## src/rtl/pwm_setpoint_ramp.sv

```systemverilog
// Slews the PWM modulator setpoint toward a programmed target, one bounded step per
// modulator period, emitting each update with a write strobe wide enough for a 2-FF edge detector.
module pwm_setpoint_ramp #(
   parameter int MOD_WIDTH  = 8,
   parameter int STROBE_LEN = 2
) (
   input  logic                 clk,
   input  logic                 rst,
   input  logic                 target_wr,
   input  logic [MOD_WIDTH-1:0] target,
   input  logic [MOD_WIDTH-1:0] step,
   input  logic                 period_tick,
   input  logic                 abort,
   output logic [MOD_WIDTH-1:0] mod_setpoint,
   output logic                 wr_mod_setpoint,
   output logic                 busy,
   output logic                 at_target
);

   localparam int CNT_W = (STROBE_LEN > 1) ? $clog2(STROBE_LEN) : 1;
   localparam logic [CNT_W-1:0] CNT_LAST = CNT_W'(STROBE_LEN - 1);

   localparam logic [1:0] ST_IDLE      = 2'd0;
   localparam logic [1:0] ST_WAIT_TICK = 2'd1;
   localparam logic [1:0] ST_WRITE     = 2'd2;
   localparam logic [1:0] ST_HOLD      = 2'd3;

   logic [1:0]           state_q, state_d;
   logic [MOD_WIDTH-1:0] cur_q, cur_d;
   logic [MOD_WIDTH-1:0] tgt_q, tgt_d;
   logic [MOD_WIDTH-1:0] stp_q, stp_d;
   logic [MOD_WIDTH-1:0] set_q, set_d;
   logic                 wr_q, wr_d;
   logic [CNT_W-1:0]     cnt_q, cnt_d;
   logic                 pend_q, pend_d;
   logic                 busy_q, busy_d;
   logic                 at_target_q, at_target_d;
   logic [2:0]           tick_sync_q, tick_sync_d;

   logic                 tick_edge;
   logic                 ramp_up;
   logic [MOD_WIDTH:0]   mag;
   logic [MOD_WIDTH-1:0] next_val;

   // [0],[1] synchronise the asynchronous strobe, [2] is the previous value for edge detect
   assign tick_sync_d = {tick_sync_q[1:0], period_tick};
   assign tick_edge   = tick_sync_q[1] & ~tick_sync_q[2];

   // Next value is computed against the target as it will stand after this cycle's
   // target_wr/abort, so a retarget landing with a tick is honoured immediately.
   always_comb begin
      ramp_up  = tgt_d > cur_q;
      mag      = ramp_up ? ({1'b0, tgt_d} - {1'b0, cur_q})
                         : ({1'b0, cur_q} - {1'b0, tgt_d});
      next_val = tgt_d;
      if (stp_d != '0 && mag > {1'b0, stp_d}) begin
         next_val = ramp_up ? (cur_q + stp_d) : (cur_q - stp_d);
      end
   end

   always_comb begin
      state_d = state_q;
      cur_d   = cur_q;
      tgt_d   = tgt_q;
      stp_d   = stp_q;
      set_d   = set_q;
      wr_d    = wr_q;
      cnt_d   = cnt_q;
      pend_d  = pend_q | tick_edge;

      if (target_wr) begin
         tgt_d = target;
         stp_d = step;
      end else if (abort) begin
         tgt_d = cur_q;
      end

      case (state_q)
         ST_IDLE: begin
            if (tgt_q != cur_q) state_d = ST_WAIT_TICK;
         end
         ST_WAIT_TICK: begin
            if (tgt_d == cur_q) begin
               state_d = ST_IDLE;
            end else if (pend_q) begin
               state_d = ST_WRITE;
               cur_d   = next_val;
               set_d   = next_val;
               wr_d    = 1'b1;
               cnt_d   = '0;
               pend_d  = tick_edge;
            end
         end
         ST_WRITE: begin
            if (cnt_q == CNT_LAST) begin
               state_d = ST_HOLD;
               wr_d    = 1'b0;
               cnt_d   = '0;
            end else begin
               cnt_d = cnt_q + CNT_W'(1);
            end
         end
         default: begin
            // low phase guarantees the modulator sees a fresh rising edge next time
            if (cnt_q == CNT_LAST) begin
               cnt_d   = '0;
               state_d = (tgt_d != cur_q) ? ST_WAIT_TICK : ST_IDLE;
            end else begin
               cnt_d = cnt_q + CNT_W'(1);
            end
         end
      endcase

      busy_d      = (state_d != ST_IDLE) | (tgt_d != cur_d);
      at_target_d = ~busy_d;
   end

   always_ff @(posedge clk) begin
      if (rst) begin
         state_q     <= ST_IDLE;
         cur_q       <= '0;
         tgt_q       <= '0;
         stp_q       <= '0;
         set_q       <= '0;
         wr_q        <= 1'b0;
         cnt_q       <= '0;
         pend_q      <= 1'b0;
         busy_q      <= 1'b0;
         at_target_q <= 1'b1;
         tick_sync_q <= '0;
      end else begin
         state_q     <= state_d;
         cur_q       <= cur_d;
         tgt_q       <= tgt_d;
         stp_q       <= stp_d;
         set_q       <= set_d;
         wr_q        <= wr_d;
         cnt_q       <= cnt_d;
         pend_q      <= pend_d;
         busy_q      <= busy_d;
         at_target_q <= at_target_d;
         tick_sync_q <= tick_sync_d;
      end
   end

   assign mod_setpoint    = set_q;
   assign wr_mod_setpoint = wr_q;
   assign busy            = busy_q;
   assign at_target       = at_target_q;

endmodule
```

## config.mk

```make
export PLATFORM = sky130hd
export DESIGN_NAME = pwm_setpoint_ramp
export DESIGN_NICKNAME = d
export VERILOG_FILES = /design/src/rtl/pwm_setpoint_ramp.sv
export SDC_FILE = /design/constraint.sdc
export NUM_CORES = 1
export LEC_CHECK = 0
export CORE_MARGIN = 4
export CORE_UTILIZATION = 58
export DETAILED_ROUTE_END_ITERATION = 10
export PLACE_DENSITY_LB_ADDON = 0.3
export SLEW_MARGIN = 30
export SYNTH_ARGS = -nofsm -noshare
export SYNTH_HDL_FRONTEND = slang
export SYNTH_SLANG_ARGS = --single-unit
```

## constraint.sdc

```tcl
create_clock -name clk -period 6.7 [get_ports clk]
set_clock_uncertainty 0.15 [all_clocks]
set_input_delay 1.34 -clock clk [delete_from_list [all_inputs] [get_ports clk]]
set_output_delay 1.34 -clock clk [all_outputs]
set_load 0.01 [all_outputs]
```

==> impl_metrics.py <==
metrics = {
    "run_status": {
        "run_status": "finished clean",
    },
    "timing": {
        "rsz0062_at_grt": "no",
        "relSlewSlack_pct": 67.27,
        "setup_viol": 0,
        "finalCriticalPeriod_ps": 6340,
        "max_clock_freq_mhz": 157.7,
        "tightestPinTransition_ps": 490.3,
        "slew_viol_final": 0,
        "min_period_over_period_pct": 94.62,
        "hold_viol_final": 0,
    },
    "worst_setup_path": {
        "worstSetupPathType": "input pin to register",
        "crit_slowest_cell": "clkdlybuf4s50_1",
        "crit_path_end_kind": "register",
        "crit_family": "compound AO/OA/AOI/OAI gates",
        "crit_end": "cur_q[0]",
        "worst-path-buf-inv": 6,
        "cpPeakStageDelay_ps": 590,
        "regToRegSetupSlack_ps": 1490,
        "timing.rr.start": "cur_q[1]",
        "rr_worst_depth": 21,
        "cp_common_cell": "a21oi_1",
        "reg2reg_to": "cur_q[0]",
        "worst-path-stages": 24,
        "cp-start-kind": "input pin",
        "arrival_ps": 6430,
        "crit_start": "abort",
        "cp.required_ps": 6790,
        "path_max_fanout": 18,
        "path_cells": "clkdlybuf4s50_1 -> buf_6 -> mux2i_1 -> nor2_1 -> a21oi_1 -> inv_1 -> ha_1 -> inv_1 -> o211a_1 -> nor3b_1 -> or2_1 -> buf_4 -> o2111a_1 -> a211oi_1 -> xnor2_1 -> ha_1 -> a2111oi_1 -> o21ai_0 -> a21oi_1 -> nor3_1 -> a211oi_2 -> buf_6 -> mux2_2 -> a21oi_1",
    },
    "power_and_ir_drop": {
        "ir_worst_vdd_uv": 154.7,
        "fin_total_pwr_uw": 862.6,
        "swShare_pct": 38.05,
        "pwr-share-comb_pct": 46.8,
        "pwr-share-clk_pct": 21.3,
        "p_sw_uw": 328.2,
        "pwr-share-seq_pct": 32.0,
        "leakage_nw": 1.604,
        "internal_power_uw": 534.4,
        "powerDensity_mw_per_mm2": 224.9,
    },
    "clock_tree": {
        "clockRootBuffer": "clkbuf_8",
        "cts_buffers": 5,
        "clk_path_buf_depth": 2,
        "clock_latency_ps": 300,
        "cts.clk_slew.worst_paths_ps": 80,
        "htreeDepth": 2,
        "cts_tree": "yes",
        "cts_resized": 0,
        "holdBufCountCts": 0,
        "numClockSinks": 42,
        "cts_setup_buffers": 0,
    },
    "yosys": {
        "syn_nets": 468,
        "synth_area_leaders": "dfxtp_1 (25%), ha_1 (12%), nor2_1 (6.3%)",
        "synth_edf_count": 0,
        "syn_inst": 412,
        "synth_warnings": 0,
        "synth_top_area_share_pct": 25.47,
        "ys.flop_type": "dfxtp_1",
        "async_flop_share_pct": 0,
        "synth_seq_cells": 42,
        "synth.avg_cell_area_um2": 8.011,
        "ys_seq_area_share_pct": 25.47,
        "syn_area_mm2": 0.003301,
        "yosys.area.top_type": "dfxtp_1",
        "synthDistinctLibCells": 51,
    },
    "global_route": {
        "grt_pass1_wl_um": 14750,
        "antenna_found_initial": 0,
        "track_usage_pct": 25.75,
        "grt_start_max_net_pins": 34,
        "grt_pass1_vias": 3067,
        "grt-ovfl-total": 0,
    },
    "floorplan": {
        "die-area_mm2": 0.006961,
        "die_x_um": 83.44,
        "die_height_um": 83.44,
        "rows": 27,
        "coreArea_mm2": 0.005507,
        "start_util_pct": 59.94,
        "io_pins": 32,
    },
    "finish": {
        "area_growth_syn_to_layout_pct": 16.22,
        "final_common_cell": "nor2_1",
        "multi_input_area_mm2": 0.002247,
        "n_antenna_cell": 0,
        "nFillCells": 457,
        "seqCellArea_um2": 840.8,
        "layout_common_cells": "nor2_1 (55), dfxtp_1 (42), ha_1 (32)",
        "nNetsFinal": 503,
        "drive_gt1_share_pct": 6.920,
        "final_util_pct": 69.67,
    },
    "detailed_routing": {
        "finalWirelength_um": 8663,
        "via_per_inst": 5.996,
        "ant_nets": 0,
        "dr.pass1.iters": 6,
        "wire_per_inst_um": 16.66,
        "drtIter0Drc": 330,
        "dr_total_vias": 3118,
        "drcViolationCount": 0,
    },
    "worst_hold_path": {
        "hold_path.class": "register to register",
    },
    "job": {
        "cap_violations": 0,
    },
    "placement": {
        "place.gp.congestion": 0.9570,
        "port_buffers": 31,
        "hpwl_um": 6625,
    },
}
## logic make-up (layout without fill, tap and decap cells)
logic type	Yosys count	in the layout	share of synthesized area (%)
and+or+nand+nor	125	125	17.48
AOI/OAI and AO/OA	109	109	21.42
buffers and inverters	49	85	6.482
DFF	42	42	25.47
adders and majority gates	35	35	13.95
xor gates and xnor gates	28	28	7.430
muxes	24	24	7.771
## metrics by stage
step	hold WS, ps	setup WS (ps)	setup TNS [ps]	cells	cell area [um2]
3_5_place_dp	279.1	-11.12	-15.47	512	3732
3_3_place_gp	283.1	202.2	0	512	3732
6_report	293.1	360.2	0	520	3836
2_1_floorplan	263.8	517.2	0	412	3301
5_1_grt	331.2	20.51	0	520	3836
4_1_cts	306.4	283.6	0	520	3827
## sequential cells by signal, summed over array words and instances, names as in the netlist
register,cells
mod_setpoint,8
cur_q,8
state_q,2
at_target,1
stp_q,8
wr_mod_setpoint,1
busy,1
pend_q,1
tgt_q,8
tick_sync_q,3
cnt_q,1
## cell type report
cell class | instances | share of cell area (%)
Clock buffer | 7 | 2.250
Clock inverter | 1 | 0.2283
Inverter | 30 | 2.935
Multi-Input combinational cell | 321 | 58.58
Sequential cell | 42 | 21.92
Tap cell | 72 | 2.348
Timing Repair Buffer | 47 | 11.74
## routing by layer
layer | part of all wire (%) | up-vias | global-route usage (%)
li1 | - | 1532 | -
met1 | 44 | 1433 | 33.98
met2 | 45 | 123 | 40.23
met3 | 7.0 | 30 | 5.357
met4 | 3.9 | 0 | 11.99
met5 | 0 | - | 0
## Yosys cell counts (5+ instances only)
master	number
nand2_1	18
ha_1	32
clkbuf_1	8
nor2b_1	6
xor2_1	7
dfxtp_1	42
a211oi_1	8
mux2i_1	20
nand3_1	5
nor2_1	55
nand4_1	6
o21ai_0	25
nand2b_1	8
xnor2_1	21
inv_1	30
nor3_1	15
o21a_1	5
a21oi_1	29
buf_2	6
a21o_1	5
o211ai_1	5
## power by group through the flow
stage,Combinational (mW),Clock [mW],Sequential (mW)
2_1_floorplan,0.304,0,0.278
3_3_place_gp,0.383,0,0.281
3_5_place_dp,0.391,0,0.281
4_1_cts,0.395,0.187,0.275
5_1_grt,0.448,0.197,0.277
6_report,0.403,0.183,0.276
## worst min path at each step
stage / startpoint / endpoint / slack [ps] / cells after the start
after CTS: tick_sync_q[0] / tick_sync_q[1] / 310 / 1
after floorplan: tick_sync_q[0] / tick_sync_q[1] / 260 / 1
final: tick_sync_q[0] / tick_sync_q[1] / 290 / 1
after global routing: tick_sync_q[0] / tick_sync_q[1] / 330 / 1
after detailed placement: tick_sync_q[0] / tick_sync_q[1] / 280 / 1
after global placement: tick_sync_q[0] / tick_sync_q[1] / 280 / 1
Power figures use the tool's default switching activity.
